## src/rtl/seven_seg_scan_ctrl.sv

```systemverilog
// 3-digit multiplexed seven-segment controller: sequential double-dabble
// binary-to-BCD conversion feeding a free-running registered digit scanner.
module seven_seg_scan_ctrl #(
  parameter int SCAN_DIV      = 50000,
  parameter bit BLANK_LEADING = 1'b1
) (
  input  logic       Clk,
  input  logic       Rst,
  input  logic [7:0] DataIn,
  input  logic       Load,
  output logic       Busy,
  output logic       Done,
  output logic [2:0] DigitSel,
  output logic [7:0] SegOut
);

  localparam int PW = (SCAN_DIV > 1) ? $clog2(SCAN_DIV) : 1;

  typedef enum logic [1:0] {
    IDLE    = 2'd0,
    CONVERT = 2'd1,
    UPDATE  = 2'd2
  } state_t;

  state_t        state_r, stateNext_s;
  logic [19:0]   shift_r, shiftNext_s;
  logic [2:0]    iter_r, iterNext_s;
  logic          loadDisp_s;
  logic [3:0]    hund_r, tens_r, ones_r;
  logic [PW-1:0] presc_r;
  logic [1:0]    scanIdx_r, scanIdxNext_s;
  logic          scanTick_s;
  logic [3:0]    nextDigit_s;
  logic          nextBlank_s;
  logic [7:0]    nextSeg_s;
  logic [2:0]    nextSel_s;

  // Segment pattern for one BCD digit; bit7 (dp) is never lit.
  function automatic logic [7:0] segDecode(input logic [3:0] d);
    logic [7:0] s;
    case (d)
      4'd0:    s = 8'h3F;
      4'd1:    s = 8'h06;
      4'd2:    s = 8'h5B;
      4'd3:    s = 8'h4F;
      4'd4:    s = 8'h66;
      4'd5:    s = 8'h6D;
      4'd6:    s = 8'h7D;
      4'd7:    s = 8'h07;
      4'd8:    s = 8'h7F;
      4'd9:    s = 8'h6F;
      default: s = 8'h00;
    endcase
    return s;
  endfunction

  // One double-dabble iteration: correct BCD nibbles >= 5, then shift left.
  function automatic logic [19:0] dabbleStep(input logic [19:0] s);
    logic [19:0] a;
    a = s;
    if (a[19:16] >= 4'd5) a[19:16] = a[19:16] + 4'd3;
    if (a[15:12] >= 4'd5) a[15:12] = a[15:12] + 4'd3;
    if (a[11:8]  >= 4'd5) a[11:8]  = a[11:8]  + 4'd3;
    return {a[18:0], 1'b0};
  endfunction

  // Conversion FSM next-state and datapath decisions.
  always_comb begin
    stateNext_s = state_r;
    shiftNext_s = shift_r;
    iterNext_s  = iter_r;
    loadDisp_s  = 1'b0;
    case (state_r)
      IDLE: begin
        if (Load) begin
          shiftNext_s = {12'd0, DataIn};
          iterNext_s  = 3'd0;
          stateNext_s = CONVERT;
        end else begin
          stateNext_s = IDLE;
        end
      end
      CONVERT: begin
        shiftNext_s = dabbleStep(shift_r);
        iterNext_s  = iter_r + 3'd1;
        if (iter_r == 3'd7) begin
          stateNext_s = UPDATE;
        end else begin
          stateNext_s = CONVERT;
        end
      end
      UPDATE: begin
        loadDisp_s  = 1'b1;
        stateNext_s = IDLE;
      end
      default: stateNext_s = IDLE;
    endcase
  end

  // Conversion FSM state, shift register and handshake outputs.
  always_ff @(posedge Clk or posedge Rst) begin
    if (Rst) begin
      state_r <= IDLE;
      shift_r <= 20'd0;
      iter_r  <= 3'd0;
      Busy    <= 1'b0;
      Done    <= 1'b0;
    end else begin
      state_r <= stateNext_s;
      shift_r <= shiftNext_s;
      iter_r  <= iterNext_s;
      Busy    <= (stateNext_s != IDLE);
      Done    <= loadDisp_s;
    end
  end

  // Display digit registers; written only when leaving UPDATE.
  always_ff @(posedge Clk or posedge Rst) begin
    if (Rst) begin
      hund_r <= 4'd0;
      tens_r <= 4'd0;
      ones_r <= 4'd0;
    end else if (loadDisp_s) begin
      hund_r <= shift_r[19:16];
      tens_r <= shift_r[15:12];
      ones_r <= shift_r[11:8];
    end
  end

  assign scanTick_s    = (presc_r == PW'(SCAN_DIV - 1));
  assign scanIdxNext_s = (scanIdx_r == 2'd2) ? 2'd0 : (scanIdx_r + 2'd1);

  // Pattern for the slot about to be shown, including leading-zero blanking.
  always_comb begin
    nextDigit_s = ones_r;
    nextBlank_s = 1'b0;
    nextSel_s   = 3'b001;
    case (scanIdxNext_s)
      2'd0: begin
        nextDigit_s = ones_r;
        nextBlank_s = 1'b0;
        nextSel_s   = 3'b001;
      end
      2'd1: begin
        nextDigit_s = tens_r;
        nextBlank_s = BLANK_LEADING && (hund_r == 4'd0) && (tens_r == 4'd0);
        nextSel_s   = 3'b010;
      end
      2'd2: begin
        nextDigit_s = hund_r;
        nextBlank_s = BLANK_LEADING && (hund_r == 4'd0);
        nextSel_s   = 3'b100;
      end
      default: begin
        nextDigit_s = ones_r;
        nextBlank_s = 1'b0;
        nextSel_s   = 3'b001;
      end
    endcase
    nextSeg_s = nextBlank_s ? 8'h00 : segDecode(nextDigit_s);
  end

  // Prescaler and scan registers; select and segments change on the same edge.
  always_ff @(posedge Clk or posedge Rst) begin
    if (Rst) begin
      presc_r   <= '0;
      scanIdx_r <= 2'd0;
      DigitSel  <= 3'b001;
      SegOut    <= 8'h3F;
    end else if (scanTick_s) begin
      presc_r   <= '0;
      scanIdx_r <= scanIdxNext_s;
      DigitSel  <= nextSel_s;
      SegOut    <= nextSeg_s;
    end else begin
      presc_r   <= presc_r + PW'(1);
    end
  end

endmodule

```

## config.mk

```make
export PLATFORM = sky130hd
export DESIGN_NAME = seven_seg_scan_ctrl
export DESIGN_NICKNAME = d
export VERILOG_FILES = /design/src/rtl/seven_seg_scan_ctrl.sv
export SDC_FILE = /design/constraint.sdc
export NUM_CORES = 1
export LEC_CHECK = 0
export BUFFER_PORTS_ARGS = -buffer_cell sky130_fd_sc_hd__buf_4
export CAP_MARGIN = 15
export CORE_MARGIN = 10
export CORE_UTILIZATION = 54
export DETAILED_ROUTE_END_ITERATION = 16
export PLACE_DENSITY_LB_ADDON = 0.2
export SLEW_MARGIN = 20
export SYNTH_ARGS = -nofsm -noshare
export SYNTH_HDL_FRONTEND = slang
export SYNTH_SLANG_ARGS = --single-unit
```

## constraint.sdc

```tcl
create_clock -name Clk -period 2.1 [get_ports Clk]
set_clock_uncertainty 0.05 [all_clocks]
set_input_delay 0.42 -clock Clk [delete_from_list [all_inputs] [get_ports Clk]]
set_output_delay 0.42 -clock Clk [all_outputs]
set_load 0.01 [all_outputs]
```

# Word-level counts from Yosys, hierarchy flattened
# Memory sizes are Yosys's and may differ from the RTL's.
# Index checks and enable logic that the tools add are counted.
# totals
mem_bits_ro	112
in_bits	11
out_inout_bits	13
elab_cells	54
ff_bits	68
mem_count	1
# mem_list
memory	depth	word_bits	rd	rd_ports_with_merged_regs	write_ports	line	source
(no name shown)	16	7	1	0	0	41	case (d)
# classes
n_lt_le_gt_ge	3
n_reduce_logical	7
eq_ne	8
add_sub_neg	6
muxes	17
# ops
operator	count
20-bit case mux with 2 select lines	1
20-bit 2-to-1 mux	1
16-bit by 1-bit adder with 16-bit output, second input constant	1
16-bit == test, second input constant	1
16-bit 2-to-1 mux	1
4-bit by 3-bit greater-or-equal comparator with 1-bit output, second input constant	3
3-bit case mux with 2 select lines	2
4-bit by 2-bit adder with 4-bit output, second input constant	2
4-bit logical NOT	2
4-bit 2-to-1 mux	2
8-bit 2-to-1 mux	1
4-bit case mux with 2 select lines	1
2-bit == test, second input constant	3
3-bit 2-to-1 mux	2
2-bit by 1-bit == test with 1-bit output, second input constant	2
2-bit 2-to-1 mux	2
2-bit case mux with 2 select lines	1
2-bit nonzero test	2
3-bit by 1-bit adder with 3-bit output, second input constant	1
3-bit by 2-bit adder with 3-bit output, second input constant	1
3-bit == test, second input constant	1
2-bit by 1-bit adder with 2-bit output, second input constant	1
2-bit logical NOT	1
1-bit 2-to-1 mux	2
4 further kinds	4

# Logic depth before layout (Yosys ltp)
# An unclocked memory read counts as a cell.
# depth
depth_word	6
mapped_depth	8
mapped_depth_nobuf	7

# Worst setup path after synthesis
# No wires, ideal clock.
# synth_path
path_type	register to register
startpoint	register, netlist name DigitSel[1]
endpoint	register SegOut[6]
path_buffers	1
stages_incl_launch_ff	9
setup_slack_ns	0.104
setup_time_ns	0.092
t_arrival_ns	1.854
required_time_ns	1.958
period_less_slack_ns	1.996
path_cell_list	dfrtp_1 buf_6 mux2_2 mux2i_1 inv_1 ha_1 o21ai_0 a21oi_1 o31ai_2
# synth_lines
item	line	source
to (signal assigned)	174	SegOut <= nextSeg_s;
to (decl)	14	output logic [7:0] SegOut

==> reports/qor.txt <==
outcome -> finished clean
slowest cell on the critical path -> sky130_fd_sc_hd__dfrtp_1
largest fanout of any net on the critical path -> 4
CP dominant cell by count -> sky130_fd_sc_hd__mux2i_1
postcts setup bufs -> 0
routed len/inst -> 14.1 um
Total Wirelength -> 5.88 mm
H-tree level count -> 3
unique cell type count in the Yosys netlist -> 44
buffer cell driving the clock tree root -> sky130_fd_sc_hd__clkbuf_8
share of total power in combinational logic -> 30.5%
Largest delay share family, worst path -> multiplexers
CP endpoint -> SegOut[3]$_DFFE_PP1N_
Worst EP arrival -> 2.14 ns
synthesized netlist net count -> 332
effective utilization at floorplan -> 56.6%
flip-flop and latch count after synthesis -> 65
top-area cell type share of the netlist area -> 45.7%
setup repair after global routing missed its margin -> false
r2r setup slk -> 0.16 ns
type of element launching the critical path -> flip-flop
Hold Path Class -> in2async
number of global-route vias before repair -> 2,307
count of mapped cells out of synthesis -> 307
most used standard cells in the synthesized netlist -> sky130_fd_sc_hd__dfrtp_1 (58), sky130_fd_sc_hd__nand2_1 (42), sky130_fd_sc_hd__o21ai_0 (30)
number of design rule violations left after detail routing -> 0
number of synthesized flops with an enable pin -> 0
ant diodes -> 0
Clock transition at path regs -> 0.07 ns
final critical path time including I/O delays and setup -> 1.94 ns
count of nets after finishing -> 365
stages on the worst setup path -> 7
warnings from Yosys -> 0
cell with the most instances after synthesis -> sky130_fd_sc_hd__dfrtp_1
IO Pins -> 24
Chip Width -> 96.7 um
initial drt markers -> 91
internal power -> 0.00287 W
mapped cell area -> 3180 um^2
layout overhead on the synthesized area -> 16.9%
count of input and output buffers -> 22
number of antenna violations at the first check in global routing -> 0
element type at the critical path end -> flip-flop
total via count after detailed routing -> 2,225
core area -> 5610 um^2
slew of the pin with the lowest slew margin -> 0.591 ns
Worst Path Class, Setup -> reg2reg
peak per-stage delay on the critical path -> 0.44 ns
final clock period utilization by the worst path -> 92.3%
clock sink total -> 65
overall global routing resource usage -> 13.2%
Setup Viol. Count Final -> 0
FFs w/ async S/R, synth -> 100%
Final GP Congestion -> 0.841
MaxCap Viol Count -> 0
Syn Area/Cell -> 10.3 um^2
fraction of layout cells with a size suffix above 1 -> 22.3%
relative contribution of sequential cells to total power -> 40.4%
Die Footprint -> 9350 um^2
share of total power in the clock network -> 29.2%
library cell with the largest summed area after synthesis -> sky130_fd_sc_hd__dfrtp_1
primary flip-flop cell chosen by synthesis mapping -> sky130_fd_sc_hd__dfrtp_1
Fillers -> 441
critical path buffer and inverter count -> 1
clock tree from TritonCTS -> done
total design power -> 0.00427 W
main area contributors after synthesis -> sky130_fd_sc_hd__dfrtp_1 (46%), sky130_fd_sc_hd__dfstp_2 (5.8%), sky130_fd_sc_hd__ha_1 (5.5%)
Switch Pwr -> 0.00139 W
highest ir drop seen on vdd -> 0.831 mV
final number of max-transition violations -> 0
required time at the worst-slack endpoint -> 2.30 ns
placed wire-length estimate -> 4.07 mm
total negative slack -> 0 ns
count of cells along the worst register-to-register path -> 7
RR Startpoint -> DigitSel[1]$_DFFE_PP0N_
worst setup path start -> DigitSel[1]$_DFFE_PP0N_
cell area power density -> 1150 nW/um^2
buffer levels on the longest clock path -> 2
sequential fraction of the synthesis area -> 51.5%
Fmax -> 516 MHz
worst reg2reg endpoint -> SegOut[3]$_DFFE_PP1N_
Worst slew margin -> 60.6%
latest clock arrival within the worst-skew pair -> 0.34 ns
routed via count divided by cell count -> 5.34
Die Height -> 96.7 um
number of detailed-routing iterations run before antenna repair -> 4
global-route congestion overflow total -> 0
leakage -> 1.76 nW
site row count -> 27
DRT antenna net count -> 0
first-pass GRT wire length -> 10.5 mm
Switching Fraction -> 32.6%
critical path, cell by cell -> mux2_2, mux2i_1, buf_4, ha_1, mux2i_1, nor2_1, o31ai_2
final number of hold-violating endpoints -> 0
cts bufs inserted -> 9
pin count of the biggest net entering global routing -> 66
[worst min path at each step]
stage | end | from | cells after the start | slack [ns]
2_1_floorplan | presc_r[13]$_DFF_PP0_ | presc_r[13]$_DFF_PP0_ | 1 | 0.40
3_3_place_gp | DigitSel[0]$_DFFE_PP1N_ | DigitSel[0]$_DFFE_PP1N_ | 2 | 0.39
3_5_place_dp | DigitSel[0]$_DFFE_PP1N_ | DigitSel[0]$_DFFE_PP1N_ | 2 | 0.41
4_1_cts | shift_r[5]$_DFFE_PP0P_ | Rst | 3 | 0.1
5_1_grt | shift_r[5]$_DFFE_PP0P_ | Rst | 3 | 0.12
6_report | shift_r[5]$_DFFE_PP0P_ | Rst | 3 | 0.08
[final cells by class]
cell class	instances	area (um^2)	share of cell area, %
Inverter	13	48.8	1.31
Timing Repair Buffer	36	283	7.61
Tap cell	72	90.1	2.43
Multi-Input combinational cell	215	1420	38.2
Clock buffer	12	165	4.45
Sequential cell	65	1640	44.0
Clock inverter	4	73.8	1.99
[layout by cell type (no fill, tap or decap), drive strengths merged, types with 3 or more instances in the layout]
master | Yosys | final
a21oi | 13 | 13
and3 | 5 | 5
buf | 5 | 36
clkbuf | 9 | 12
dfrtp | 58 | 58
dfstp | 7 | 7
ha | 14 | 14
inv | 13 | 13
mux2 | 9 | 9
mux2i | 13 | 13
nand2 | 42 | 42
nand2b | 5 | 5
nand3 | 8 | 8
nand4 | 3 | 3
nor2 | 19 | 19
nor3 | 6 | 6
nor3b | 3 | 3
o21ai | 30 | 30
o22ai | 5 | 5
o31ai | 5 | 5
xnor2 | 10 | 10
xor2 | 6 | 6
[flip-flops by register name, indices dropped and copies added, names as in the netlist]
| signal | cells |
|---|---|
| Busy | 1 |
| DigitSel | 3 |
| Done | 1 |
| SegOut | 7 |
| hund_r | 4 |
| iter_r | 3 |
| ones_r | 4 |
| presc_r | 16 |
| shift_r | 20 |
| state_r | 2 |
| tens_r | 4 |
[metrics by stage]
| stage | hold slack (ns) | util (%) | cell area (um^2) | setup WS [ns] | std cells |
|---|---|---|---|---|---|
| after global placement | 0.393 | 62.0 | 3480 | 0.233 | 401 |
| after floorplan | 0.397 | - | 3180 | 0.0151 | 307 |
| after global routing | 0.123 | 66.2 | 3710 | 0.0618 | 417 |
| final | 0.0844 | 66.2 | 3710 | 0.161 | 417 |
| after CTS | 0.0976 | 66.2 | 3710 | 0.131 | 417 |
| after detailed placement | 0.407 | 62.0 | 3480 | 0.153 | 401 |
[layer usage]
layer | up-vias | wire length [um] | track usage, %
met2 | 33 | 2730 | 20.9
met5 | - | 0 | 0
met4 | 0 | 130 | 7.67
met1 | 1062 | 2850 | 16.0
li1 | 1117 | - | -
met3 | 13 | 169 | 2.91
[cells by family after synthesis]
| family | share of synthesized area (%) |
|---|---|
| mux | 7.80 |
| buf+inv | 3.86 |
| fa+ha+maj | 5.51 |
| xor+xnor | 4.41 |
| simple gates | 15.5 |
| other cells | 0.118 |
| compound gates | 11.3 |
| flops | 51.5 |
[power groups by stage]
stage / clock network, W / logic, W / registers (W)
3_5_place_dp: 0 / 0.00131 / 0.00174
3_3_place_gp: 0 / 0.00126 / 0.00173
6_report: 0.00124 / 0.00130 / 0.00172
2_1_floorplan: 0 / 0.00102 / 0.00168
5_1_grt: 0.00134 / 0.00149 / 0.00177
4_1_cts: 0.00127 / 0.00131 / 0.00172
[what timing repair did]
item | in CTS | in global routing
hold buffers | 0 | 0
gates resized for setup | 0 | 1
endpoints found under the setup margin | 0 | 2
[worst register-to-register path, delay by kind of cell (launching register included)]
family                     cells  cell delay [ns]
adders and majority gates      1             0.24
AOI/OAI and AO/OA              1             0.18
buffers and inverters          1             0.16
and+or+nand+nor                1             0.08
muxes                          3             0.71
DFF                            1             0.44
(Power assumes the default switching activity.)
